<file path="config.mk">
export PLATFORM = sky130hd
export DESIGN_NAME = pif_reg_decoder
export DESIGN_NICKNAME = d
export VERILOG_FILES = /design/src/rtl/pif_reg_decoder.sv
export SDC_FILE = /design/constraint.sdc
export NUM_CORES = 1
export LEC_CHECK = 0
export ABC_AREA = 1
export CORE_UTILIZATION = 32
export CTS_BUF_LIST = sky130_fd_sc_hd__clkbuf_4 sky130_fd_sc_hd__clkbuf_8 sky130_fd_sc_hd__clkbuf_16
export CTS_CLUSTER_DIAMETER = 100
export DETAILED_ROUTE_END_ITERATION = 8
export SYNTH_ARGS = -nofsm -noshare
export SYNTH_HDL_FRONTEND = slang
export SYNTH_SLANG_ARGS = --single-unit
</file>
<file path="constraint.sdc">
create_clock -name clk -period 2.4 [get_ports clk]
set_clock_uncertainty 0.05 [all_clocks]
set_input_delay 0.48 -clock clk [delete_from_list [all_inputs] [get_ports clk]]
set_output_delay 0.48 -clock clk [all_outputs]
set_load 0.02 [all_outputs]
</file>
<file path="src/rtl/pif_reg_decoder.sv">
// Register-decode stage behind the I2C slave byte engine: tagged-byte pointer/data
// decoding into a small register file that drives the LED flasher controls.
module pif_reg_decoder #(
  parameter logic [5:0] ID_VALUE = 6'h2A,
  parameter int         NUM_REGS = 5
) (
  input  logic       clk,
  input  logic       GSRn,
  input  logic       rx_start,
  input  logic       rx_rw,
  input  logic       rx_stop,
  input  logic       rx_valid,
  input  logic [7:0] rx_data,
  input  logic       tx_req,
  output logic       tx_valid,
  output logic [7:0] tx_data,
  output logic [1:0] led_mode,
  output logic [5:0] led_period,
  output logic       cfg_wr
);

  localparam logic [1:0] A_ADDR = 2'b00;
  localparam logic [1:0] D_ADDR = 2'b01;

  typedef enum logic [1:0] {IDLE, WR, RD} state_t;

  state_t     state;
  logic [5:0] ptr;
  logic [5:0] scratch;
  logic [5:0] err_cnt;
  logic [5:0] rd_val;
  logic       wr_ok;

  function automatic logic [5:0] sat_inc(input logic [5:0] v);
    return (v == 6'h3F) ? v : v + 6'd1;
  endfunction

  function automatic logic is_mapped(input logic [5:0] a);
    return ({26'd0, a} < NUM_REGS);
  endfunction

  // Read mux and write permission for the register the pointer selects.
  always_comb begin
    rd_val = 6'd0;
    wr_ok  = 1'b0;
    if (is_mapped(ptr)) begin
      case (ptr)
        6'd0:    rd_val = ID_VALUE;
        6'd1:    begin rd_val = scratch;          wr_ok = 1'b1; end
        6'd2:    begin rd_val = {4'd0, led_mode}; wr_ok = 1'b1; end
        6'd3:    begin rd_val = led_period;       wr_ok = 1'b1; end
        6'd4:    rd_val = err_cnt;
        default: rd_val = 6'd0;
      endcase
    end
  end

  always_ff @(posedge clk) begin
    if (!GSRn) begin
      state      <= IDLE;
      ptr        <= 6'd0;
      scratch    <= 6'd0;
      err_cnt    <= 6'd0;
      led_mode   <= 2'd0;
      led_period <= 6'd16;
      tx_valid   <= 1'b0;
      tx_data    <= 8'h00;
      cfg_wr     <= 1'b0;
    end else begin
      tx_valid <= 1'b0;
      cfg_wr   <= 1'b0;
      // Bytes and read requests are handled in the state held before any transition.
      case (state)
        WR: begin
          if (rx_valid) begin
            case (rx_data[7:6])
              A_ADDR: ptr <= rx_data[5:0];
              D_ADDR: begin
                if (wr_ok) begin
                  case (ptr)
                    6'd1:    scratch    <= rx_data[5:0];
                    6'd2:    led_mode   <= rx_data[1:0];
                    default: led_period <= rx_data[5:0];
                  endcase
                  cfg_wr <= (ptr != 6'd1);
                end else begin
                  err_cnt <= sat_inc(err_cnt);
                end
                ptr <= ptr + 6'd1;
              end
              default: err_cnt <= sat_inc(err_cnt);
            endcase
          end
        end
        RD: begin
          if (tx_req) begin
            tx_valid <= 1'b1;
            tx_data  <= {2'b01, rd_val};
            ptr      <= ptr + 6'd1;
          end
        end
        default: ;
      endcase
      if (rx_start) begin
        state <= rx_rw ? RD : WR;
      end else if (rx_stop) begin
        state <= IDLE;
      end
    end
  end

endmodule

</file>
# After elaboration in Yosys (flattened, before gate mapping)
# Cells that the tools add are included.
# word_totals
regBits	37
in_bits	15
output_inout_bits	18
wordCells	56
# classes
addsub	2
n_lt_le_gt_ge	1
eq_ne	13
mux	15
bitwise_logic	2
reduce_logical	14
# op_table
cell	n
$pmux W6 S2	3
$mux W6	5
$pmux W6 S5	1
$reduce_and A5 Y1	4
$add A6 B1 Y6 const B	2
$eq A6 B2 Y1 const B	2
$reduce_and A4 Y1	2
$eq A6 B1 Y1 const B	1
$eq A6 B3 Y1 const B	1
$eq A6 B6 Y1 const B	1
$logic_not A6 Y1	1
$lt A6 B3 Y1 const B	1
$mux W2	3
$ne A2 B2 Y1 const B	3
$ne A6 B1 Y1 const B	1
$eq A2 B1 Y1 const B	2
$reduce_and A2 Y1	2
$reduce_bool A2 Y1	2
$mux W1	3
$ne A3 B2 Y1 const B	1
$reduce_or A3 Y1	1
$eq A2 B2 Y1 const B	1
$logic_not A2 Y1	1
$not A1 Y1	2
$reduce_or A2 Y1	1

# Depth between registers and ports, before layout
# depth
ltp_word	6
depth_mapped	10
ltp_nobuf	10

# Worst setup path after synthesis
# OpenSTA, ideal clock, no wires.
# synth_path
path_type	reg2reg
from	reg ptr[1]
to	reg scratch[1]
setup_time_ns	0.113
t_arrival_ns	1.381
required_ns	2.237
path_slack_ns	0.857
path_stages_with_launch	10
path_buffers	1
synth_period_minus_slack_ns	1.543
path_cell_list	dfxtp_1 > inv_1 > ha_1 > o211ai_4 > nand2_4 > nand4_4 > buf_6 > nand2_1 > nand2_1 > nor2_1
# synth_between
elab_chain_cells	5
word_cells_on_any_way	8
classes_between	order compare (1); eq/ne (3); mux (2); reduce/logical (2)
# synth_rtl
element	line	text
from (decl)	28	logic [5:0] ptr;
from (signal assigned)	77	A_ADDR: ptr <= rx_data[5:0];
from (signal assigned)	89	ptr <= ptr + 6'd1;
from (signal assigned)	99	ptr <= ptr + 6'd1;
$eq A6 B1 Y1 / $eq A6 B2 Y1 (equally long branches)	47, 80	
$reduce_or A3 Y1 (no source line)	n/a	
$mux W1	47	case (ptr)
$mux W1	46	if (is_mapped(ptr)) begin
$reduce_and A5 Y1 (no source line) *	n/a	
to (signal assigned)	81	6'd1: scratch <= rx_data[5:0];
to (decl)	29	logic [5:0] scratch;
# Every way passes the cells marked *; elsewhere a longest branch is shown, timed or not.
# A chain may end at the register's enable or synchronous reset.

# Final worst setup path
# layout_path
from	reg led_period[3]
to	out led_period[3]
# layout_lines
element	line	text
from (decl)	18	output logic [5:0] led_period,
from (signal assigned)	83	default: led_period <= rx_data[5:0];
# No word-level cell between the ends.

==> metrics.txt <==
# TYPE chip_impl_metric gauge
chip_impl_metric{name="largest_net_degree_at_the_start_of_global_routing",unit=""} 20
chip_impl_metric{name="drtPass1Iterations",unit=""} 4
chip_impl_metric{name="final_nets",unit=""} 358
chip_impl_info{name="start_kind",value="flop"} 1
chip_impl_metric{name="setup_total_negative_slack",unit="ns"} 0
chip_impl_info{name="path_class",value="flop to output pin"} 1
chip_impl_metric{name="number_of_global_route_vias_before_repair",unit=""} 1745
chip_impl_info{name="outcome",value="finished clean"} 1
chip_impl_metric{name="finalWeightedCongestion",unit=""} 0.8245
chip_impl_metric{name="mappedNetlistNets",unit=""} 322
chip_impl_metric{name="multiplexer_share_of_the_synthesized_area",unit="%"} 0
chip_impl_metric{name="detail_route.wl_per_cell",unit="um"} 11.89
chip_impl_metric{name="die_w",unit="um"} 82.86
chip_impl_metric{name="share_comb_of_total_power",unit="%"} 17.2
chip_impl_metric{name="clk_latency",unit="ns"} 0.29
chip_impl_info{name="dominant_combinational_cell_family_by_area_after_synthesis",value="simple AND/OR/NAND/NOR gates"} 1
chip_impl_metric{name="routed_wl",unit="mm"} 4.910
chip_impl_metric{name="post_synth_num_cell_types",unit=""} 36
chip_impl_metric{name="floorplan.rows",unit=""} 29
chip_impl_metric{name="synth_edf_count",unit=""} 0
chip_impl_metric{name="post_route_cells_drive_above_1_share",unit="%"} 8.631
chip_impl_metric{name="synth.avg_cell_area",unit="um2"} 6.997
chip_impl_metric{name="report.final.slew_viol_count",unit=""} 0
chip_impl_metric{name="worst-endpoint-arrival",unit="ns"} 1.32
chip_impl_info{name="launch_instance_of_the_worst_register_to_register_path",value="ptr[1]"} 1
chip_impl_metric{name="layoutNonFillerInstCount",unit=""} 413
chip_impl_metric{name="tritoncts_num_sinks",unit=""} 37
chip_impl_metric{name="globalRouteTotalUtil",unit="%"} 15.32
chip_impl_info{name="tritoncts",value="yes"} 1
chip_impl_metric{name="tritoncts.num_buffers",unit=""} 5
chip_impl_metric{name="die_height",unit="um"} 82.86
chip_impl_metric{name="post_cts_resized",unit=""} 0
chip_impl_metric{name="dp.cells",unit=""} 405
chip_impl_metric{name="via_count",unit=""} 1900
chip_impl_metric{name="yosys_warnings",unit=""} 0
chip_impl_metric{name="cts.repair_timing.setup_buffer_count",unit=""} 0
chip_impl_metric{name="grt-ovfl-total",unit=""} 0
chip_impl_metric{name="crit_buf_inv",unit=""} 1
chip_impl_metric{name="grt_pass1_wl",unit="mm"} 8.507
chip_impl_metric{name="post-route-period-util",unit="%"} 76.92
chip_impl_metric{name="synth_simple_gate_area_share",unit="%"} 37.92
chip_impl_metric{name="initial_utilization",unit="%"} 33.14
chip_impl_info{name="worst_hold_startpoint",value="tx_data[2]"} 1
chip_impl_metric{name="placeableCoreArea",unit="mm2"} 0.006314
chip_impl_metric{name="floorplan.die_area",unit="mm2"} 0.006865
chip_impl_metric{name="worst_path_largest_cell_delay",unit="ns"} 0.63
chip_impl_metric{name="port_buffers",unit=""} 31
chip_impl_info{name="timing.critical_path.from",value="led_period[3]"} 1
chip_impl_info{name="crit_chain",value="clkdlybuf4s50_1"} 1
chip_impl_metric{name="ant_nets",unit=""} 0
chip_impl_metric{name="power_per_cell_area",unit="mW/mm2"} 564.7
chip_impl_metric{name="cts.path.max_buffers",unit=""} 2
chip_impl_metric{name="ir_worst_vdd",unit="V"} 0.0003453
chip_impl_info{name="worst_path_dominant_cell_family",value="buffers and inverters"} 1
chip_impl_metric{name="fmaxAchievable",unit="MHz"} 541.7
chip_impl_info{name="cts_root_buf",value="clkbuf_8"} 1
chip_impl_metric{name="synth_fa_ha_area_share",unit="%"} 4.785
chip_impl_metric{name="synthesis.instances",unit=""} 299
chip_impl_metric{name="critPathRequiredTime",unit="ns"} 1.87
chip_impl_metric{name="power.switching_fraction",unit="%"} 27.82
chip_impl_metric{name="cap_viol_max_count",unit=""} 0
chip_impl_metric{name="intPower",unit="uW"} 1060
chip_impl_metric{name="detailedRoute.firstIterationViolations",unit=""} 53
chip_impl_metric{name="finalSetupViolations",unit=""} 0
chip_impl_metric{name="ys_async_sr_fraction",unit="%"} 0
chip_impl_metric{name="drcViolationCount",unit=""} 0
chip_impl_info{name="holdCritPathClass",value="flop to flop"} 1
chip_impl_metric{name="flow.area_growth_from_synthesis",unit="%"} 24.28
chip_impl_metric{name="synthXorXnorAreaFrac",unit="%"} 2.093
chip_impl_metric{name="power.clock.fraction",unit="%"} 38.7
chip_impl_metric{name="n_antenna_cell",unit=""} 0
chip_impl_info{name="critPathCaptureType",value="output pin"} 1
chip_impl_metric{name="ios",unit=""} 33
chip_impl_metric{name="power.leakage",unit="uW"} 0.001150
chip_impl_info{name="timing.critical_path.slowest_stage_cell",value="clkdlybuf4s50_1"} 1
chip_impl_metric{name="finalCriticalPeriod",unit="ns"} 1.846
chip_impl_metric{name="seq_area_frac_synth",unit="%"} 35.41
chip_impl_metric{name="sequentialPowerShare",unit="%"} 44.2
chip_impl_metric{name="clkSlewWorstSetupHoldPaths",unit="ns"} 0.08
chip_impl_metric{name="area_fraction_in_compound_gates_after_synthesis",unit="%"} 10.05
chip_impl_metric{name="place_hpwl",unit="mm"} 3.748
chip_impl_metric{name="postSynthRegisterBits",unit=""} 37
chip_impl_metric{name="cts-htree-levels",unit=""} 2
chip_impl_metric{name="viasPerCell",unit=""} 4.600
chip_impl_metric{name="initial_antenna_violation_count",unit=""} 0
chip_impl_metric{name="post_synth_instance_area",unit="mm2"} 0.002092
chip_impl_info{name="rsz0062_at_grt",value="no"} 1
chip_impl_metric{name="power.switching",unit="uW"} 408.5
chip_impl_metric{name="critical_path_peak_fanout",unit=""} 3
chip_impl_metric{name="report.final.hold_viol_count",unit=""} 0
chip_impl_metric{name="hold_buffers",unit=""} 0
chip_impl_info{name="ys.flop_type",value="dfxtp_1"} 1
## flip-flops by register name (all words and copies together) (netlist names)
register	cells
tx_valid	1
cfg_wr	1
err_cnt	6
tx_data	7
ptr	6
scratch	6
led_period	6
state	2
led_mode	2
## synthesized netlist by cell type, drive strengths merged, types with 2 or more instances
master	number	area, um2
nand4	10	92.59
xnor2	2	17.52
a21oi	21	105.1
o21ai	8	40.04
nand2	75	306.5
clkinv	2	8.750
ha	8	100.1
xor2	3	26.28
clkbuf	2	7.510
nand3	20	112.6
inv	36	135.1
dfxtp	37	740.7
buf	5	48.79
nor2	58	256.5
o211ai	2	28.78
## stage by stage
step	total power (uW)	hold slack (ns)	setup WS (ns)	cell area [um2]	util [%]
3_5_place_dp	912.6	0.4172	0.3554	2480	39.28
2_1_floorplan	836.0	0.4014	0.8567	2092	-
4_1_cts	1484	0.4314	0.5473	2600	41.18
3_3_place_gp	911.4	0.4000	0.4186	2480	39.28
6_report	1468	0.4252	0.5538	2600	41.18
5_1_grt	1541	0.4458	0.5184	2600	41.18
## cell type report
class	instances	area [um2]
Fill cell	660	3714
Multi-Input combinational cell	217	1151
Sequential cell	37	740.7
Timing Repair Buffer	36	347.8
Inverter	38	143.9
Tap cell	77	96.34
Clock buffer	6	82.58
Clock inverter	2	37.54
## metal layers
metal  part of all wire, %  global-route usage (%)  up-vias  wire [um]
met1                    52                   22.19      839       2562
li1                      -                       -     1014          -
met2                    43                   23.03       43       2097
met5                     0                       0        -          0
met3                   4.2                   3.082        4        206
met4                  0.88                   4.232        0         43
## power by group through the flow
| stage | Sequential, uW | Combinational (uW) | Clock, uW |
|---|---|---|---|
| floorplan | 660 | 176 | 0 |
| global placement | 662 | 249 | 0 |
| detailed placement | 662 | 250 | 0 |
| CTS | 648 | 252 | 585 |
| global route | 651 | 281 | 609 |
| finish | 648 | 252 | 568 |
## layout by cell type, fill, tap and decap left out, drive strengths merged, types with 5 or more instances in the layout
master | netlist | layout
a21oi | 21 | 21
nand3 | 20 | 20
dfxtp | 37 | 37
clkdlybuf4s50 | 0 | 31
buf | 5 | 5
inv | 36 | 36
nand4 | 10 | 10
ha | 8 | 8
nand2 | 75 | 75
clkbuf | 2 | 6
nor2 | 58 | 58
o21ai | 8 | 8
## worst paths after layout
| path | end | slack [ns] | cells after the start |
|---|---|---|---|
| worst max-delay path | led_period[3] | 0.55 | 1 |
| worst min-delay path | tx_data[2] | 0.43 | 2 |
| worst max register to register | err_cnt[0] | 0.72 | 8 |
| worst min register to register | tx_data[2] | 0.43 | 2 |
## logic make-up after synthesis
group / Yosys count
buffers and inverters: 45
adder cells (fa/ha/maj): 8
XOR/XNOR: 5
AO/OA/AOI/OAI: 36
AND/OR/NAND/NOR: 167
flip-flops: 37
other: 1
## worst reg2reg max path: stages, from the launching register on
cell and delay [ns]:
dfxtp_1 0.39, inv_1 0.10, ha_1 0.27, o211ai_4 0.30
nand2_4 0.11, nand2_4 0.12, nand2_2 0.10, nand2_1 0.07
a21oi_1 0.06
(Power assumes the default switching activity.)
